`src/rtl/dispatch_queue_if.sv`:
```
`default_nettype none
// ============================================================================
// Module  : dispatch_queue_if
// Brief   : Enqueue, CDB snoop and issue signals of the dispatch queue.
// Revision: 1.0
// ============================================================================
interface dispatch_queue_if #(
   parameter int DEPTH   = 8,
   parameter int DATA_W  = 32,
   parameter int TAG_W   = 5,
   parameter int OP_W    = 6,
   parameter int NUM_CDB = 2
);
   localparam int CNT_W = $clog2(DEPTH + 1);

   logic                      flush;
   logic                      enq_valid;
   logic                      enq_ready;
   logic [1:0]                enq_class;
   logic [OP_W-1:0]           enq_op;
   logic [DATA_W-1:0]         enq_addr;
   logic [DATA_W-1:0]         enq_imm;
   logic [TAG_W-1:0]          enq_tag_o;
   logic [TAG_W-1:0]          enq_tag_t;
   logic [DATA_W-1:0]         enq_data_o;
   logic [DATA_W-1:0]         enq_data_t;
   logic [TAG_W-1:0]          enq_tag_w;
   logic [NUM_CDB-1:0]        cdb_valid;
   logic [NUM_CDB*TAG_W-1:0]  cdb_tag;
   logic [NUM_CDB*DATA_W-1:0] cdb_data;
   logic                      alu_ready;
   logic                      br_ready;
   logic                      ls_ready;
   logic                      alu_en;
   logic                      br_en;
   logic                      ls_en;
   logic [OP_W-1:0]           iss_op;
   logic [DATA_W-1:0]         iss_addr;
   logic [DATA_W-1:0]         iss_imm;
   logic [DATA_W-1:0]         iss_data_o;
   logic [DATA_W-1:0]         iss_data_t;
   logic [TAG_W-1:0]          iss_tag_o;
   logic [TAG_W-1:0]          iss_tag_t;
   logic [TAG_W-1:0]          iss_tag_w;
   logic [CNT_W-1:0]          count;

   modport slave (
      input  flush, enq_valid, enq_class, enq_op, enq_addr, enq_imm,
             enq_tag_o, enq_tag_t, enq_data_o, enq_data_t, enq_tag_w,
             cdb_valid, cdb_tag, cdb_data, alu_ready, br_ready, ls_ready,
      output enq_ready, alu_en, br_en, ls_en, iss_op, iss_addr, iss_imm,
             iss_data_o, iss_data_t, iss_tag_o, iss_tag_t, iss_tag_w, count
   );

   modport master (
      output flush, enq_valid, enq_class, enq_op, enq_addr, enq_imm,
             enq_tag_o, enq_tag_t, enq_data_o, enq_data_t, enq_tag_w,
             cdb_valid, cdb_tag, cdb_data, alu_ready, br_ready, ls_ready,
      input  enq_ready, alu_en, br_en, ls_en, iss_op, iss_addr, iss_imm,
             iss_data_o, iss_data_t, iss_tag_o, iss_tag_t, iss_tag_w, count
   );
endinterface
`default_nettype wire

```
`src/rtl/dispatch_queue.sv`:
```
`default_nettype none
// ============================================================================
// Module  : dispatch_queue
// Brief   : In-order dispatch queue with CDB operand snooping and issue.
// Revision: 1.0
// ============================================================================
module dispatch_queue #(
   parameter int DEPTH   = 8,
   parameter int DATA_W  = 32,
   parameter int TAG_W   = 5,
   parameter int OP_W    = 6,
   parameter int NUM_CDB = 2
) (
   input  logic            clk,
   input  logic            rst,
   dispatch_queue_if.slave dq
);
   localparam int PTR_W = $clog2(DEPTH);
   localparam int CNT_W = $clog2(DEPTH + 1);

   typedef struct packed {
      logic              valid;
      logic [1:0]        cls;
      logic [OP_W-1:0]   op;
      logic [DATA_W-1:0] addr;
      logic [DATA_W-1:0] imm;
      logic [TAG_W-1:0]  tag_o;
      logic [TAG_W-1:0]  tag_t;
      logic [DATA_W-1:0] data_o;
      logic [DATA_W-1:0] data_t;
      logic [TAG_W-1:0]  tag_w;
   } entry_t;

   typedef struct packed {
      logic [OP_W-1:0]   op;
      logic [DATA_W-1:0] addr;
      logic [DATA_W-1:0] imm;
      logic [DATA_W-1:0] data_o;
      logic [DATA_W-1:0] data_t;
      logic [TAG_W-1:0]  tag_o;
      logic [TAG_W-1:0]  tag_t;
      logic [TAG_W-1:0]  tag_w;
   } iss_t;

   entry_t           ent_q [DEPTH];
   entry_t           ent_d [DEPTH];
   entry_t           w_snp [DEPTH];
   entry_t           w_new;
   entry_t           w_head;
   iss_t             iss_q, iss_d;
   logic [2:0]       en_q, en_d;
   logic [PTR_W-1:0] head_q, head_d, tail_q, tail_d;
   logic [CNT_W-1:0] count_q, count_d;
   logic             w_head_rdy, w_do_iss, w_do_enq, w_enq_rdy;

   // Descending scan so the lowest-index matching channel is applied last.
   function automatic logic [TAG_W+DATA_W-1:0] snoop(
      input logic [TAG_W-1:0]          tag,
      input logic [DATA_W-1:0]         data,
      input logic [NUM_CDB-1:0]        cv,
      input logic [NUM_CDB*TAG_W-1:0]  ct,
      input logic [NUM_CDB*DATA_W-1:0] cd
   );
      logic [TAG_W+DATA_W-1:0] r;
      r = {tag, data};
      for (int c = NUM_CDB - 1; c >= 0; c--) begin
         if (tag != '0 && cv[c] && ct[c*TAG_W +: TAG_W] == tag)
            r = {{TAG_W{1'b0}}, cd[c*DATA_W +: DATA_W]};
      end
      return r;
   endfunction

   always_comb begin
      for (int i = 0; i < DEPTH; i++) begin
         w_snp[i] = ent_q[i];
         {w_snp[i].tag_o, w_snp[i].data_o} = snoop(ent_q[i].tag_o, ent_q[i].data_o,
                                                   dq.cdb_valid, dq.cdb_tag, dq.cdb_data);
         {w_snp[i].tag_t, w_snp[i].data_t} = snoop(ent_q[i].tag_t, ent_q[i].data_t,
                                                   dq.cdb_valid, dq.cdb_tag, dq.cdb_data);
      end
      w_new.valid = 1'b1;
      w_new.cls   = dq.enq_class;
      w_new.op    = dq.enq_op;
      w_new.addr  = dq.enq_addr;
      w_new.imm   = dq.enq_imm;
      w_new.tag_w = dq.enq_tag_w;
      {w_new.tag_o, w_new.data_o} = snoop(dq.enq_tag_o, dq.enq_data_o,
                                          dq.cdb_valid, dq.cdb_tag, dq.cdb_data);
      {w_new.tag_t, w_new.data_t} = snoop(dq.enq_tag_t, dq.enq_data_t,
                                          dq.cdb_valid, dq.cdb_tag, dq.cdb_data);
   end

   assign w_head = w_snp[head_q];

   always_comb begin
      case (w_head.cls)
         2'd0:    w_head_rdy = dq.alu_ready;
         2'd1:    w_head_rdy = dq.br_ready;
         2'd2:    w_head_rdy = dq.ls_ready;
         default: w_head_rdy = 1'b0;
      endcase
   end

   assign w_enq_rdy = (count_q < CNT_W'(DEPTH));
   assign w_do_iss  = !dq.flush && w_head.valid && w_head_rdy;
   assign w_do_enq  = !dq.flush && dq.enq_valid && w_enq_rdy && (dq.enq_class != 2'd3);

   always_comb begin
      for (int i = 0; i < DEPTH; i++) ent_d[i] = w_snp[i];
      head_d  = head_q;
      tail_d  = tail_q;
      count_d = count_q;
      if (w_do_iss) begin
         ent_d[head_q].valid = 1'b0;
         head_d = head_q + 1'b1;
      end
      if (w_do_enq) begin
         ent_d[tail_q] = w_new;
         tail_d = tail_q + 1'b1;
      end
      count_d = count_q + CNT_W'(w_do_enq) - CNT_W'(w_do_iss);
      if (dq.flush) begin
         for (int i = 0; i < DEPTH; i++) ent_d[i].valid = 1'b0;
         head_d  = '0;
         tail_d  = '0;
         count_d = '0;
      end
   end

   always_comb begin
      iss_d = iss_q;
      en_d  = 3'b000;
      if (w_do_iss) begin
         iss_d.op     = w_head.op;
         iss_d.addr   = w_head.addr;
         iss_d.imm    = w_head.imm;
         iss_d.data_o = w_head.data_o;
         iss_d.data_t = w_head.data_t;
         iss_d.tag_o  = w_head.tag_o;
         iss_d.tag_t  = w_head.tag_t;
         iss_d.tag_w  = w_head.tag_w;
         case (w_head.cls)
            2'd0:    en_d = 3'b001;
            2'd1:    en_d = 3'b010;
            2'd2:    en_d = 3'b100;
            default: en_d = 3'b000;
         endcase
      end
   end

   always_ff @(posedge clk) begin
      if (rst) begin
         head_q  <= '0;
         tail_q  <= '0;
         count_q <= '0;
         en_q    <= 3'b000;
         iss_q   <= '0;
         for (int i = 0; i < DEPTH; i++) ent_q[i].valid <= 1'b0;
      end else begin
         head_q  <= head_d;
         tail_q  <= tail_d;
         count_q <= count_d;
         en_q    <= en_d;
         iss_q   <= iss_d;
         ent_q   <= ent_d;
      end
   end

   assign dq.enq_ready  = w_enq_rdy;
   assign dq.count      = count_q;
   assign dq.alu_en     = en_q[0];
   assign dq.br_en      = en_q[1];
   assign dq.ls_en      = en_q[2];
   assign dq.iss_op     = iss_q.op;
   assign dq.iss_addr   = iss_q.addr;
   assign dq.iss_imm    = iss_q.imm;
   assign dq.iss_data_o = iss_q.data_o;
   assign dq.iss_data_t = iss_q.data_t;
   assign dq.iss_tag_o  = iss_q.tag_o;
   assign dq.iss_tag_t  = iss_q.tag_t;
   assign dq.iss_tag_w  = iss_q.tag_w;
endmodule
`default_nettype wire

```
`src/flat_wrapper.sv`:
```
// flat-port wrapper written by rule: the top's interface ports become plain ports
module dispatch_queue_flat 
#(
   parameter int DEPTH   = 8,
   parameter int DATA_W  = 32,
   parameter int TAG_W   = 5,
   parameter int OP_W    = 6,
   parameter int NUM_CDB = 2
)
  (clk, rst, dq_flush, dq_enq_valid, dq_enq_class, dq_enq_op, dq_enq_addr, dq_enq_imm, dq_enq_tag_o, dq_enq_tag_t, dq_enq_data_o, dq_enq_data_t, dq_enq_tag_w, dq_cdb_valid, dq_cdb_tag, dq_cdb_data, dq_alu_ready, dq_br_ready, dq_ls_ready, dq_enq_ready, dq_alu_en, dq_br_en, dq_ls_en, dq_iss_op, dq_iss_addr, dq_iss_imm, dq_iss_data_o, dq_iss_data_t, dq_iss_tag_o, dq_iss_tag_t, dq_iss_tag_w, dq_count);
  dispatch_queue_if #(.DEPTH(DEPTH), .DATA_W(DATA_W), .TAG_W(TAG_W), .OP_W(OP_W), .NUM_CDB(NUM_CDB)) dq_i ();
  input  logic clk;
  input  logic rst;
  input wire logic [$bits(dq_i.flush)-1:0] dq_flush;
  input wire logic [$bits(dq_i.enq_valid)-1:0] dq_enq_valid;
  input wire logic [$bits(dq_i.enq_class)-1:0] dq_enq_class;
  input wire logic [$bits(dq_i.enq_op)-1:0] dq_enq_op;
  input wire logic [$bits(dq_i.enq_addr)-1:0] dq_enq_addr;
  input wire logic [$bits(dq_i.enq_imm)-1:0] dq_enq_imm;
  input wire logic [$bits(dq_i.enq_tag_o)-1:0] dq_enq_tag_o;
  input wire logic [$bits(dq_i.enq_tag_t)-1:0] dq_enq_tag_t;
  input wire logic [$bits(dq_i.enq_data_o)-1:0] dq_enq_data_o;
  input wire logic [$bits(dq_i.enq_data_t)-1:0] dq_enq_data_t;
  input wire logic [$bits(dq_i.enq_tag_w)-1:0] dq_enq_tag_w;
  input wire logic [$bits(dq_i.cdb_valid)-1:0] dq_cdb_valid;
  input wire logic [$bits(dq_i.cdb_tag)-1:0] dq_cdb_tag;
  input wire logic [$bits(dq_i.cdb_data)-1:0] dq_cdb_data;
  input wire logic [$bits(dq_i.alu_ready)-1:0] dq_alu_ready;
  input wire logic [$bits(dq_i.br_ready)-1:0] dq_br_ready;
  input wire logic [$bits(dq_i.ls_ready)-1:0] dq_ls_ready;
  output wire logic [$bits(dq_i.enq_ready)-1:0] dq_enq_ready;
  output wire logic [$bits(dq_i.alu_en)-1:0] dq_alu_en;
  output wire logic [$bits(dq_i.br_en)-1:0] dq_br_en;
  output wire logic [$bits(dq_i.ls_en)-1:0] dq_ls_en;
  output wire logic [$bits(dq_i.iss_op)-1:0] dq_iss_op;
  output wire logic [$bits(dq_i.iss_addr)-1:0] dq_iss_addr;
  output wire logic [$bits(dq_i.iss_imm)-1:0] dq_iss_imm;
  output wire logic [$bits(dq_i.iss_data_o)-1:0] dq_iss_data_o;
  output wire logic [$bits(dq_i.iss_data_t)-1:0] dq_iss_data_t;
  output wire logic [$bits(dq_i.iss_tag_o)-1:0] dq_iss_tag_o;
  output wire logic [$bits(dq_i.iss_tag_t)-1:0] dq_iss_tag_t;
  output wire logic [$bits(dq_i.iss_tag_w)-1:0] dq_iss_tag_w;
  output wire logic [$bits(dq_i.count)-1:0] dq_count;
  assign dq_i.flush = dq_flush;
  assign dq_i.enq_valid = dq_enq_valid;
  assign dq_i.enq_class = dq_enq_class;
  assign dq_i.enq_op = dq_enq_op;
  assign dq_i.enq_addr = dq_enq_addr;
  assign dq_i.enq_imm = dq_enq_imm;
  assign dq_i.enq_tag_o = dq_enq_tag_o;
  assign dq_i.enq_tag_t = dq_enq_tag_t;
  assign dq_i.enq_data_o = dq_enq_data_o;
  assign dq_i.enq_data_t = dq_enq_data_t;
  assign dq_i.enq_tag_w = dq_enq_tag_w;
  assign dq_i.cdb_valid = dq_cdb_valid;
  assign dq_i.cdb_tag = dq_cdb_tag;
  assign dq_i.cdb_data = dq_cdb_data;
  assign dq_i.alu_ready = dq_alu_ready;
  assign dq_i.br_ready = dq_br_ready;
  assign dq_i.ls_ready = dq_ls_ready;
  assign dq_enq_ready = dq_i.enq_ready;
  assign dq_alu_en = dq_i.alu_en;
  assign dq_br_en = dq_i.br_en;
  assign dq_ls_en = dq_i.ls_en;
  assign dq_iss_op = dq_i.iss_op;
  assign dq_iss_addr = dq_i.iss_addr;
  assign dq_iss_imm = dq_i.iss_imm;
  assign dq_iss_data_o = dq_i.iss_data_o;
  assign dq_iss_data_t = dq_i.iss_data_t;
  assign dq_iss_tag_o = dq_i.iss_tag_o;
  assign dq_iss_tag_t = dq_i.iss_tag_t;
  assign dq_iss_tag_w = dq_i.iss_tag_w;
  assign dq_count = dq_i.count;
  dispatch_queue #(.DEPTH(DEPTH), .DATA_W(DATA_W), .TAG_W(TAG_W), .OP_W(OP_W), .NUM_CDB(NUM_CDB)) u_core (.clk(clk), .rst(rst), .dq(dq_i));
endmodule
```
`config.mk`:
```
export PLATFORM = sky130hd
export DESIGN_NAME = dispatch_queue_flat
export DESIGN_NICKNAME = d
export VERILOG_FILES = /design/src/rtl/dispatch_queue_if.sv /design/src/rtl/dispatch_queue.sv /design/src/flat_wrapper.sv
export SDC_FILE = /design/constraint.sdc
export NUM_CORES = 2
export LEC_CHECK = 0
export BUFFER_PORTS_ARGS = -buffer_cell sky130_fd_sc_hd__buf_2
export CORE_AREA = 2 2 638 386
export CTS_CLUSTER_SIZE = 14
export DETAILED_ROUTE_END_ITERATION = 6
export DIE_AREA = 0 0 640 388
export PLACE_DENSITY = 0.46
export SYNTH_ARGS = -nofsm -noshare
export SYNTH_HDL_FRONTEND = slang
export SYNTH_SLANG_ARGS = --single-unit
```
`constraint.sdc`:
```
create_clock -name clk -period 72.6 [get_ports clk]
set_clock_uncertainty 0.1 [all_clocks]
set_input_delay 21.78 -clock clk [delete_from_list [all_inputs] [get_ports clk]]
set_output_delay 21.78 -clock clk [all_outputs]
set_load 0.01 [all_outputs]
```
; Word level (Yosys, flattened, before mapping)
; Cells that the tools add are included.
[word_totals]
reg_bits = 1378
input_bits = 234
word_cells = 293
[op_classes]
add_sub_neg = 4
n_lt_le_gt_ge = 5
n_eq_ne = 39
mux = 49
n_bitwise = 3
n_reduce_logical = 101
[op_table]
columns = operator, n
row1 = $bwmux W1216, 2
row2 = $mux W1216, 2
row3 = $mux W37, 36
row4 = $demux W152 S3, 2
row5 = $mux W152, 4
row6 = $bmux W152 S3, 1
row7 = $eq A5 B5 Y1, 36
row8 = $reduce_bool A5 Y1, 18
row9 = $logic_and A1 B1 Y1, 79
row10 = $pmux W3 S3, 1
row11 = $ge A4 B4 Y1 const B, 2
row12 = $lt A4 B1 Y1 const B, 2
row13 = $not A3 Y4, 2
row14 = $add A3 B1 Y3 const B, 2
row15 = $add A4 B1 Y4, 1
row16 = $lt A4 B4 Y1 const B, 1
row17 = $reduce_or A2 Y1, 2
row18 = $sub A4 B1 Y4, 1
row19 = $pmux W1 S3, 1
row20 = $eq A2 B1 Y1 const B, 1
row21 = $eq A2 B2 Y1 const B, 1
row22 = $logic_not A2 Y1, 1
row23 = $ne A2 B2 Y1 const B, 1
row24 = $logic_not A1 Y1, 1
row25 = $not A1 Y1, 1

; Depth between registers and ports, before layout
[depth]
depth_word = 14
ltp_mapped = 18
depth_no_buf = 13

; Worst setup path before layout
; No wires, ideal clock.
[synth_path]
path_type = in2reg
startpoint = input rst
endpoint = register u_core.iss_q (netlist bit u_core.dq.iss_data_t[27])
setup_ns = 0.142
t_arrival_ns = 40.092
t_required_ns = 72.358
path_slack_ns = 32.266
stages = 5
path_buffers = 2
cell_sequence = clkbuf_1 inv_1 clkbuf_1 o21ai_0 a31oi_1
[synth_lines]
columns = element, line_no
row1 = "start, declared", flat_wrapper.sv:13  ; input logic rst;
row2 = "end signal, assigned", dispatch_queue.sv:164  ; iss_q <= iss_d;
row3 = "end, declared", dispatch_queue.sv:50  ; iss_t iss_q, iss_d;

==> qor.csv <==
metric;value;unit
status;finished with violations;
failing checks;DRC;
multi-input logic area;0.0343;mm²
row count;140;
leading post-synthesis cells by instance count;edfxtp_1, nand2_1, nor2_1;
Setup crit end;u_core.ent_q[732];
root buf cell;clkbuf_16;
synthesized flop and latch total;1378;
Post-DP HPWL;240;mm
Max Cap Violations;0;
synth-to-layout area growth;12.5;%
Post-route DRC;7;
Mapped Cells;7793;
routed vias/inst;6.25;
cts hold-fix bufs;0;
post-DR wirelength/cell;34.6;µm
FF-to-FF setup slack;66.73;ns
post-synthesis sequential area ratio;51.4;%
Worst Hold Class;flop to flop;
count of cell types in the netlist;94;
crit start category;input port;
Crit path top cell by count;buf_4;
Worst-path clk slew;0.06;ns
fin util;35.9;%
RSZ-0062 raised after global routing;false;
Antenna Nets Post-Route;0;
dpl ws;45.80;ns
CTS tree;yes;
largest net degree at the start of global routing;147;
Layout Nets;7996;
vias post-DR;69697;
Total GRT Usage;29.9;%
Max clock buf depth;4;
non-filler cells, final;11158;
yosys warns;0;
Post-CTS Setup Bufs;0;
Synthesized Nets;8034;
syn_area_per_cell;9.91;µm²
crit-path leading delay family;buffers and inverters;
fmax;0.0385;GHz
Critical Path Fanout Max;83;
Post-CTS Resized;0;
max incr delay on CP;0.75;ns
Synth async-reset ratio;0;%
die area;0.248;mm²
CTS buffer count;162;
Critical R2R Capture;u_core.dq.iss_imm[31];
Max IR drop VDD;0.0149;mV
Crit Path Class;input port to flop;
Reg2Reg Depth;10;
Synth area leaders;edfxtp_1, dfxtp_1, o21ai_0;
ys flop type;edfxtp_1;
Worst EP arrival;26.27;ns
antenna violations before repair;54;
# clock sinks;1378;
period utilization;35.7;%
Filler cells;24187;
crit path time final;25.94;ns
placed cells;10857;
Post-synth EDFFs;1208;
Port-buffer cells;390;
setup TNS;0;ns
layout cell share with drive strength beyond 1;13.5;%
Final GP Congestion;0.955;
final WL;386;mm
worst-path cell chain;buf_2 -> nand2_1 -> and3_1 -> nor2b_1 -> nor2b_4 -> buf_4 -> nand3_4 -> buf_4 -> nor2_4 -> buf_4 -> buf_4;
Slew @ Worst Pin;1.36;ns
First DRT Iteration DRCs;11160;
Remaining Overflow, GRT;0;
stages on the worst setup path;11;
CORE AREA;0.242;mm²
global-route wire length before repair;528;mm
share of the synthesized area in the top cell type;47.0;%
Die Wd;640;µm
Reg area;0.0397;mm²
Initial Utilization;31.9;%
Critical Path RT;72.93;ns
hold path depth;2;
Reg2Reg Launch Point;u_core.head_q[1];
PD cells;22.4;mW/mm²
Slowest-stage cell, CP;buf_4;
Worst-Skew Late Latency;0.83;ns
H-tree depth;4;
Synth area leader;edfxtp_1;
vias in the first global route;63194;
Die Ht;388;µm
DR pass1 iterations;7;
I/O Pins;391;
Slew Limit Fails;0;
Pwr Total;1.95;mW
final setup violation count;0;
CP endpoint kind;flop;
leak pwr;31.1;nW
crit path buf inv count;5;
final worst slack;46.66;ns
count leader, synth;edfxtp_1;
synthesized area;0.0772;mm²
Slew headroom;8.83;%
Hold Vio Cnt, Final;0;
beginning of the critical path;dq_enq_class[1];
==> registers in the layout, indices dropped and copies added (netlist names) <==
| register | count |
|---|---|
| u_core.ent_q | 1216 |
| u_core.dq.count | 4 |
| u_core.dq.iss_op | 6 |
| u_core.head_q | 3 |
| u_core.dq.iss_addr | 32 |
| u_core.dq.iss_tag_o | 5 |
| u_core.dq.iss_imm | 32 |
| u_core.dq.iss_data_o | 32 |
| u_core.dq.iss_tag_t | 5 |
| u_core.tail_q | 3 |
| u_core.en_q | 3 |
| u_core.dq.iss_tag_w | 5 |
| u_core.dq.iss_data_t | 32 |
==> power breakdown <==
part	total, mW	internal, mW	leakage (nW)	switching (mW)
registers	0.912	0.896	12.4	0.0158
clock network	0.804	0.442	2.36	0.362
logic	0.233	0.0692	16.3	0.164
==> cell usage in the layout, fill, tap and decap left out, types with 162 or more instances in the layout <==
| cell type | synthesis | layout |
|---|---|---|
| xnor2_1 | 168 | 168 |
| buf_2 | 178 | 389 |
| nor3_1 | 220 | 218 |
| a31oi_1 | 262 | 262 |
| o21ai_0 | 660 | 660 |
| a22o_1 | 186 | 186 |
| and2_1 | 476 | 476 |
| nand2_1 | 728 | 720 |
| clkbuf_16 | 0 | 162 |
| dfxtp_1 | 170 | 167 |
| a221oi_1 | 174 | 174 |
| edfxtp_1 | 1208 | 1208 |
| nor2_1 | 676 | 638 |
| buf_4 | 34 | 232 |
| a21oi_1 | 488 | 486 |
| mux2i_1 | 261 | 261 |
| and3_1 | 176 | 176 |
==> cell type report <==
| cell class | instances | share of cell area, % |
|---|---|---|
| sequential | 1378 | 45.7 |
| multi-input combinational | 5563 | 39.5 |
| clock buffer | 235 | 5.11 |
| tap | 3266 | 4.70 |
| timing repair buffer | 625 | 4.33 |
| clock inverter | 52 | 0.477 |
| inverter | 25 | 0.127 |
| antenna | 14 | 0.0403 |
==> tightest hold or removal path: stages, from the launching register on <==
cell	delay, ns
dfxtp_1	0.31
o21ai_0	0.07
a21oi_1	0.06
==> routing by layer <==
layer  part of all wire, %  track usage (%)  wire [µm]  up-vias
met3                    13             9.67      51900      768
met4                   3.7             9.54      14300       32
li1                      -                -          -    29232
met2                    39             39.9     149000     4962
met5                 0.053                0        206        -
met1                    44             44.8     171000    34703
==> how the worst min path moves through the flow <==
stage	start	endpoint
5_1_grt	u_core.ent_q[303]	u_core.ent_q[303]
2_1_floorplan	u_core.ent_q[1063]	u_core.ent_q[1063]
3_5_place_dp	u_core.ent_q[303]	u_core.ent_q[303]
6_report	u_core.ent_q[303]	u_core.ent_q[303]
3_3_place_gp	u_core.ent_q[303]	u_core.ent_q[303]
4_1_cts	u_core.ent_q[303]	u_core.ent_q[303]
==> metrics by stage <==
step                      hold WS (ns)  instance area [µm²]
after global routing             0.404                86900
after global placement           0.366                82000
after CTS                        0.379                86800
final                            0.378                86900
after detailed placement         0.370                82000
after floorplan                  0.354                77200
==> kinds of logic after synthesis <==
| kind of cell | synth area share [%] |
|---|---|
| simple gates | 16.1 |
| compound gates | 20.3 |
| flops | 51.4 |
| buf+inv | 4.67 |
| mux | 5.29 |
| xor+xnor | 2.10 |
| fa+ha+maj | 0.123 |
(Power assumes the default switching activity.)
